`src/rtl/frame_sync.sv`:
```
// rtl/frame_sync.sv - sync-word hunter and payload byte assembler for a hard-decided bit stream
module frame_sync #(
    parameter logic [15:0] SYNC_WORD     = 16'hEB90,
    parameter int          PAYLOAD_BYTES = 8,
    parameter int          MAX_ERR       = 1
) (
    input  logic        clk_16M384,
    input  logic        rst_16M384,
    input  logic        bit_in,
    input  logic        bit_vld,
    output logic [7:0]  byte_out,
    output logic        byte_vld,
    output logic        frame_start,
    output logic        frame_end,
    output logic        locked,
    output logic        inverted,
    output logic [15:0] frame_cnt
);

    localparam logic [0:0] HUNT    = 1'b0;
    localparam logic [0:0] PAYLOAD = 1'b1;

    localparam logic [4:0] MAX_ERR_W = 5'(MAX_ERR);
    localparam logic [7:0] LAST_IDX  = 8'(PAYLOAD_BYTES - 1);
    localparam logic [4:0] FILL_FULL = 5'd16;

    logic [0:0]  state_q,     state_d;
    logic [15:0] sr_q,        sr_d;
    logic [4:0]  fill_q,      fill_d;
    logic [2:0]  bit_cnt_q,   bit_cnt_d;
    logic [7:0]  byte_cnt_q,  byte_cnt_d;
    logic [7:0]  acc_q,       acc_d;
    logic [7:0]  byte_out_q,  byte_out_d;
    logic        byte_vld_q,  byte_vld_d;
    logic        fstart_q,    fstart_d;
    logic        fend_q,      fend_d;
    logic        inverted_q,  inverted_d;
    logic [15:0] frame_cnt_q, frame_cnt_d;

    logic [15:0] next_sr;
    logic [4:0]  fill_inc;
    logic [4:0]  dist_norm;
    logic [4:0]  dist_inv;
    logic        match_norm;
    logic        match_inv;

    // Number of set bits in a 16-bit word; result width holds 0..16 without truncation
    function automatic logic [4:0] popcount16(input logic [15:0] v);
        logic [4:0] cnt;
        cnt = 5'd0;
        for (int i = 0; i < 16; i++) begin
            cnt = cnt + {4'd0, v[i]};
        end
        return cnt;
    endfunction

    // Candidate marker window and its distance to both marker polarities
    always_comb begin
        next_sr    = {sr_q[14:0], bit_in};
        fill_inc   = (fill_q == FILL_FULL) ? FILL_FULL : fill_q + 5'd1;
        dist_norm  = popcount16(next_sr ^ SYNC_WORD);
        dist_inv   = popcount16(next_sr ^ ~SYNC_WORD);
        match_norm = (fill_inc == FILL_FULL) && (dist_norm <= MAX_ERR_W);
        match_inv  = (fill_inc == FILL_FULL) && (dist_inv <= MAX_ERR_W);
    end

    // Next-state logic: marker hunt, then fixed-length payload assembly
    always_comb begin
        state_d     = state_q;
        sr_d        = sr_q;
        fill_d      = fill_q;
        bit_cnt_d   = bit_cnt_q;
        byte_cnt_d  = byte_cnt_q;
        acc_d       = acc_q;
        byte_out_d  = byte_out_q;
        byte_vld_d  = 1'b0;
        fstart_d    = 1'b0;
        fend_d      = 1'b0;
        inverted_d  = inverted_q;
        frame_cnt_d = frame_cnt_q;

        if (bit_vld) begin
            case (state_q)
                HUNT: begin
                    sr_d   = next_sr;
                    fill_d = fill_inc;
                    // Normal polarity wins when both polarities are within tolerance
                    if (match_norm || match_inv) begin
                        state_d     = PAYLOAD;
                        inverted_d  = !match_norm;
                        frame_cnt_d = frame_cnt_q + 16'd1;
                        bit_cnt_d   = 3'd0;
                        byte_cnt_d  = 8'd0;
                    end
                end
                PAYLOAD: begin
                    acc_d     = {acc_q[6:0], bit_in ^ inverted_q};
                    bit_cnt_d = bit_cnt_q + 3'd1;
                    if (bit_cnt_q == 3'd7) begin
                        byte_out_d = acc_d;
                        byte_vld_d = 1'b1;
                        fstart_d   = (byte_cnt_q == 8'd0);
                        fend_d     = (byte_cnt_q == LAST_IDX);
                        byte_cnt_d = byte_cnt_q + 8'd1;
                        // Last byte: rearm the hunter with an empty window so the
                        // following marker may start on the very next bit
                        if (byte_cnt_q == LAST_IDX) begin
                            state_d    = HUNT;
                            sr_d       = 16'd0;
                            fill_d     = 5'd0;
                            byte_cnt_d = 8'd0;
                        end
                    end
                end
                default: state_d = HUNT;
            endcase
        end
    end

    // State and output registers
    always_ff @(posedge clk_16M384 or posedge rst_16M384) begin
        if (rst_16M384) begin
            state_q     <= HUNT;
            sr_q        <= 16'd0;
            fill_q      <= 5'd0;
            bit_cnt_q   <= 3'd0;
            byte_cnt_q  <= 8'd0;
            acc_q       <= 8'd0;
            byte_out_q  <= 8'd0;
            byte_vld_q  <= 1'b0;
            fstart_q    <= 1'b0;
            fend_q      <= 1'b0;
            inverted_q  <= 1'b0;
            frame_cnt_q <= 16'd0;
        end else begin
            state_q     <= state_d;
            sr_q        <= sr_d;
            fill_q      <= fill_d;
            bit_cnt_q   <= bit_cnt_d;
            byte_cnt_q  <= byte_cnt_d;
            acc_q       <= acc_d;
            byte_out_q  <= byte_out_d;
            byte_vld_q  <= byte_vld_d;
            fstart_q    <= fstart_d;
            fend_q      <= fend_d;
            inverted_q  <= inverted_d;
            frame_cnt_q <= frame_cnt_d;
        end
    end

    assign byte_out    = byte_out_q;
    assign byte_vld    = byte_vld_q;
    assign frame_start = fstart_q;
    assign frame_end   = fend_q;
    assign locked      = (state_q == PAYLOAD);
    assign inverted    = inverted_q;
    assign frame_cnt   = frame_cnt_q;

endmodule
```
`config.mk`:
```
export PLATFORM = sky130hd
export DESIGN_NAME = frame_sync
export DESIGN_NICKNAME = d
export VERILOG_FILES = /design/src/rtl/frame_sync.sv
export SDC_FILE = /design/constraint.sdc
export NUM_CORES = 1
export LEC_CHECK = 0
export BUFFER_PORTS_ARGS = -buffer_cell sky130_fd_sc_hd__buf_2
export CAP_MARGIN = 10
export CORE_MARGIN = 4
export CORE_UTILIZATION = 55
export DETAILED_ROUTE_END_ITERATION = 10
export HOLD_SLACK_MARGIN = 0.02
export MAX_ROUTING_LAYER = met4
export PLACE_DENSITY = 0.74
export RECOVER_POWER = 50
export SLEW_MARGIN = 20
export SYNTH_ARGS = -nofsm -noshare
export SYNTH_HDL_FRONTEND = slang
export SYNTH_SLANG_ARGS = --single-unit
```
`constraint.sdc`:
```
create_clock -name clk_16M384 -period 5.85 [get_ports clk_16M384]
set_input_delay 0 -clock clk_16M384 [delete_from_list [all_inputs] [get_ports clk_16M384]]
set_output_delay 0 -clock clk_16M384 [all_outputs]
set_load 0.005 [all_outputs]
```
[Yosys cells after proc, flatten, opt, wreduce, memory -nomap -nowiden]
Cells that the tools add are included.
Storage, ports and cells
  register bits: 67
  input port bits: 4
  output and inout port bits: 29
Cells by class
  $add $sub $neg: 34
  order comparisons: 2
  equality and inequality tests: 7
  mux-type cells: 26
  bitwise operators: 4
  reductions and logical operators: 11
Operators with widths (number)
  $add 5x1->5: 22
  $mux 15: 2
  $pmux 15 s2: 1
  $mux 8: 3
  $add 16x1->16 const B: 1
  $not 8->8: 2
  $pmux 8 s2: 1
  $mux 5: 3
  $mux 1: 12
  $reduce_and 3->1: 4
  $add 4x1->5: 2
  $eq 5x5->1 const B: 2
  $le 5x1->1 const B: 2
  $pmux 5 s2: 1
  $add 3x1->4: 2
  $add 8x1->8 const B: 1
  $eq 8x3->1 const B: 1
  $logic_not 8->1: 1
  $add 2x1->3: 2
  $pmux 3 s2: 1
  $add 5x1->5 const B: 1
  $add 1x1->2: 2
  $ne 2x1->1 const B: 2
  $reduce_and 2->1: 2
  other kinds (10): 11

[Longest topological paths before layout]
  word-level depth: 21
  mapped depth: 16
  gate-level depth less buffers: 15

[Worst setup path before layout]
OpenSTA, ideal clock, no wires.
  kind: flip-flop to flip-flop
  from: register sr_q[5]
  to: register frame_cnt_q[14], in the netlist frame_cnt[14]
  setup time: 0.124 ns
  arrival: 4.387 ns
  required time: 5.726 ns
  slack: 1.339 ns
  stages on the path, launching flop included: 16
  buffers on the path: 0
  path through: dfrtp_1 inv_1 fa_1 inv_1 fa_1 fa_1 inv_1 fa_1 inv_1 ha_1 fa_1 nor4_1 nand2b_1 and3_1 or4b_4 xnor2_2
On the way
  longest elaborated chain between the ends: 15
  elaborated cells between the ends (all ways): 27
Ends and longest elaborated chain
  from (decl): RTL line 28  | logic [15:0] sr_q, sr_d;
  from (signal assigned): RTL line 137  | sr_q <= sr_d;
  $not 8->8 (no line)
  $add 5x1->5 (10 in a row): RTL line 52  | cnt = cnt + {4'd0, v[i]};
  $le 5x1->1: RTL line 64  | match_inv = (fill_inc == FILL_FULL) && (dist_inv <= MAX_ERR_W);
  $logic_and 1x1->1: RTL line 64
  $logic_or 1x1->1 (*): RTL line 88  | if (match_norm || match_inv) begin
  $reduce_and 3->1 (no line) (*)
  to (signal assigned): RTL line 147  | frame_cnt_q <= frame_cnt_d;
  to (decl): RTL line 38  | logic [15:0] frame_cnt_q, frame_cnt_d;
Every way passes the cells marked *; elsewhere a longest branch is shown, timed or not.
A chain may end at the register's enable or synchronous reset.

[Worst setup path in the final report]
Same ends and word-level chain as after synthesis.

==> impl_metrics.tcl <==
set metrics [dict create \
    drv_cap 1 \
    reg2regPathDepth 15 \
    diodes 0 \
    grt_pass1_wl_mm 12.7 \
    fin_setup_tns_ns 0 \
    synth_edf_count 0 \
    synth_fp_nets 416 \
    cp_top_family "adder cells" \
    synth_seq_cells 67 \
    initial_utilization_pct 56.3 \
    ys_seq_area_share_pct 43.8 \
    r2r_end "frame_cnt[14]" \
    routed_wl_mm 7.33 \
    drive_above_1_share_pct 15.0 \
    place_congestion 0.851 \
    cts_tree "done" \
    hold_path_end "sr_q[0]" \
    antenna_left 0 \
    nets 449 \
    setup-violations-final 0 \
    min_period_ns 4.92 \
    hold_depth 3 \
    async_flop_share_pct 100 \
    drt-initial-drc-count 121 \
    grt_max_degree 68 \
    status "finished with violations" \
    vias 2687 \
    hold_class "in2reg" \
    timing.hold.ws_ns 0.0460 \
    synth_area_um2 3830 \
    num_rows 30 \
    start_kind "flip-flop" \
    syn2layout_area_growth_pct 11.7 \
    clock-root-buffer "clkbuf_8" \
    critPathKind "reg2reg" \
    worst_pin_slew_ns 3.57 \
    path_clk_slew_ns 0.07 \
    violations "max-capacitance violations, max-slew violations" \
    final_hold_viol_count 0 \
    cpMostUsedCell "fa_1" \
    crit_chain "inv_1 -> fa_1 -> inv_1 -> fa_1 -> fa_1 -> inv_1 -> fa_1 -> inv_1 -> ha_1 -> fa_1 -> nor4_1 -> nand2b_1 -> and3_1 -> or4b_4 -> xnor2_2" \
    drc 0 \
    worstPathMaxFanout 14 \
    cp.arrival_ns 5.15 \
    detail_route.wl_per_cell_um 14.4 \
    critPathSlowestCell "or4b_4" \
    cts_buffer_depth 2 \
    rr_startpoint "sr_q[5]" \
    core_area_um2 6790 \
    grt_pass1_vias 2655 \
    cts_max_level 3 \
    n_fill_cell 551 \
    ys_warn_count 0 \
    end_kind "flip-flop" \
    ys.flop_type "dfrtp_1" \
    insertion_delay_ns 0.35 \
    syn_inst 375 \
    avgSynthCellArea_um2 10.2 \
    dieArea_um2 8360 \
    antenna_found_initial 0 \
    finalClockSkew_ns 0.00645 \
    clock_sinks 67 \
    cts_inserted_buffers 9 \
    grt_usage_pct 19.7 \
    maxSlewViolCount 68 \
    cts-resized-gates 0 \
    required_ns 6.08 \
    critPathMaxStageDelay_ns 0.61 \
    path_buf_inv 4 \
    layout_commonest_cell "dfrtp_1" \
    grt-ovfl-total 0 \
    place_hpwl_mm 5.25 \
    clock.fmax_mhz 203 \
    viasPerCell 5.28 \
    drtPass1Iterations 4 \
    io_buffers 32 \
    pin_count 33 \
    die_x_um 91.4 \
    final_cell_mix "67 x dfrtp_1, 54 x nand2_1, 50 x inv_1" \
    fin_crit_sh_pct 84.1 \
    die_h_um 91.4 \
    r2r_slack_ns 0.93 \
    worstHoldStart "bit_in" \
    grt_setup_unrepaired "no" \
    slew_headroom_pct -138 \
    synth_cell_types 47 \
]
-- synthesized netlist by cell type (all sizes together), types with 8 or more instances --
cell    count  area share (%)
ha         17             5.6
dfrtp      67              44
o21ai      27             3.5
fa         20              10
xor2       10             2.3
mux2        9             2.6
xnor2       8             2.0
nand3      14             2.0
nand2      54             5.3
inv        51             5.0
nor2       13             1.3
clkbuf      9            0.88
-- cells by family after synthesis --
kind of cell / share of synthesized area [%]
buf+inv: 6.77
simple gates: 17.8
flops: 43.8
compound gates: 8.11
xor+xnor: 4.32
mux: 3.17
fa+ha+maj: 16.0
-- tightest hold or removal path: cells and delay by family --
kind	cells	cell delay, ns
AO/OA/AOI/OAI	1	0.10
buffers and inverters	2	0.24
-- flip-flops by register name, indices dropped and copies added, names as in the netlist --
register / flops
fill_q: 5
frame_cnt: 16
bit_cnt_q: 3
frame_end: 1
acc_q: 7
byte_out: 8
byte_cnt_q: 8
locked: 1
frame_start: 1
byte_vld: 1
inverted: 1
sr_q: 15
-- repair_timing --
action                    4_1_cts  5_1_grt
hold buffers                    2        0
buffers inserted                0        0
hold endpoints to repair       69        0
-- final cells by class --
class                      count  area, um2  share of cell area (%)
clock inverter                 3       45.0                    1.05
timing repair buffer          36        181                    4.24
clock buffer                  13        169                    3.95
multi-input combinational    243       1890                    44.2
inverter                      51        191                    4.48
sequential                    67       1680                    39.2
tap                           96        120                    2.81
-- worst max path at each step --
| stage | slack [ns] | start | end | cells past startpoint |
|---|---|---|---|---|
| 2_1_floorplan | 1.34 | sr_q[5] | frame_cnt[14] | 15 |
| 3_5_place_dp | 0.95 | sr_q[5] | frame_cnt[14] | 15 |
| 3_3_place_gp | 1.03 | sr_q[0] | frame_cnt[14] | 14 |
| 6_report | 0.93 | sr_q[5] | frame_cnt[14] | 15 |
| 5_1_grt | 0.57 | sr_q[5] | byte_cnt_q[3] | 15 |
| 4_1_cts | 0.90 | sr_q[5] | frame_cnt[1] | 15 |
-- metrics by stage --
| step | std cells | area, um2 | util [%] | worst slack (ns) |
|---|---|---|---|---|
| floorplan | 375 | 3830 | - | 1.34 |
| global placement | 491 | 4060 | 59.7 | 1.03 |
| detailed placement | 491 | 4060 | 59.7 | 0.949 |
| CTS | 509 | 4290 | 63.1 | 0.896 |
| global route | 509 | 4280 | 62.9 | 0.565 |
| finish | 509 | 4280 | 62.9 | 0.929 |
-- metal layers --
metal	wire, um	global-route usage [%]
met1	3340	24.7
met2	3660	31.9
met3	215	4.31
met4	110	6.41
met5	0	-
Power is left out: the tool's default activity adds up to more than one toggle a clock period on the data nets, which glitch-free logic cannot reach.
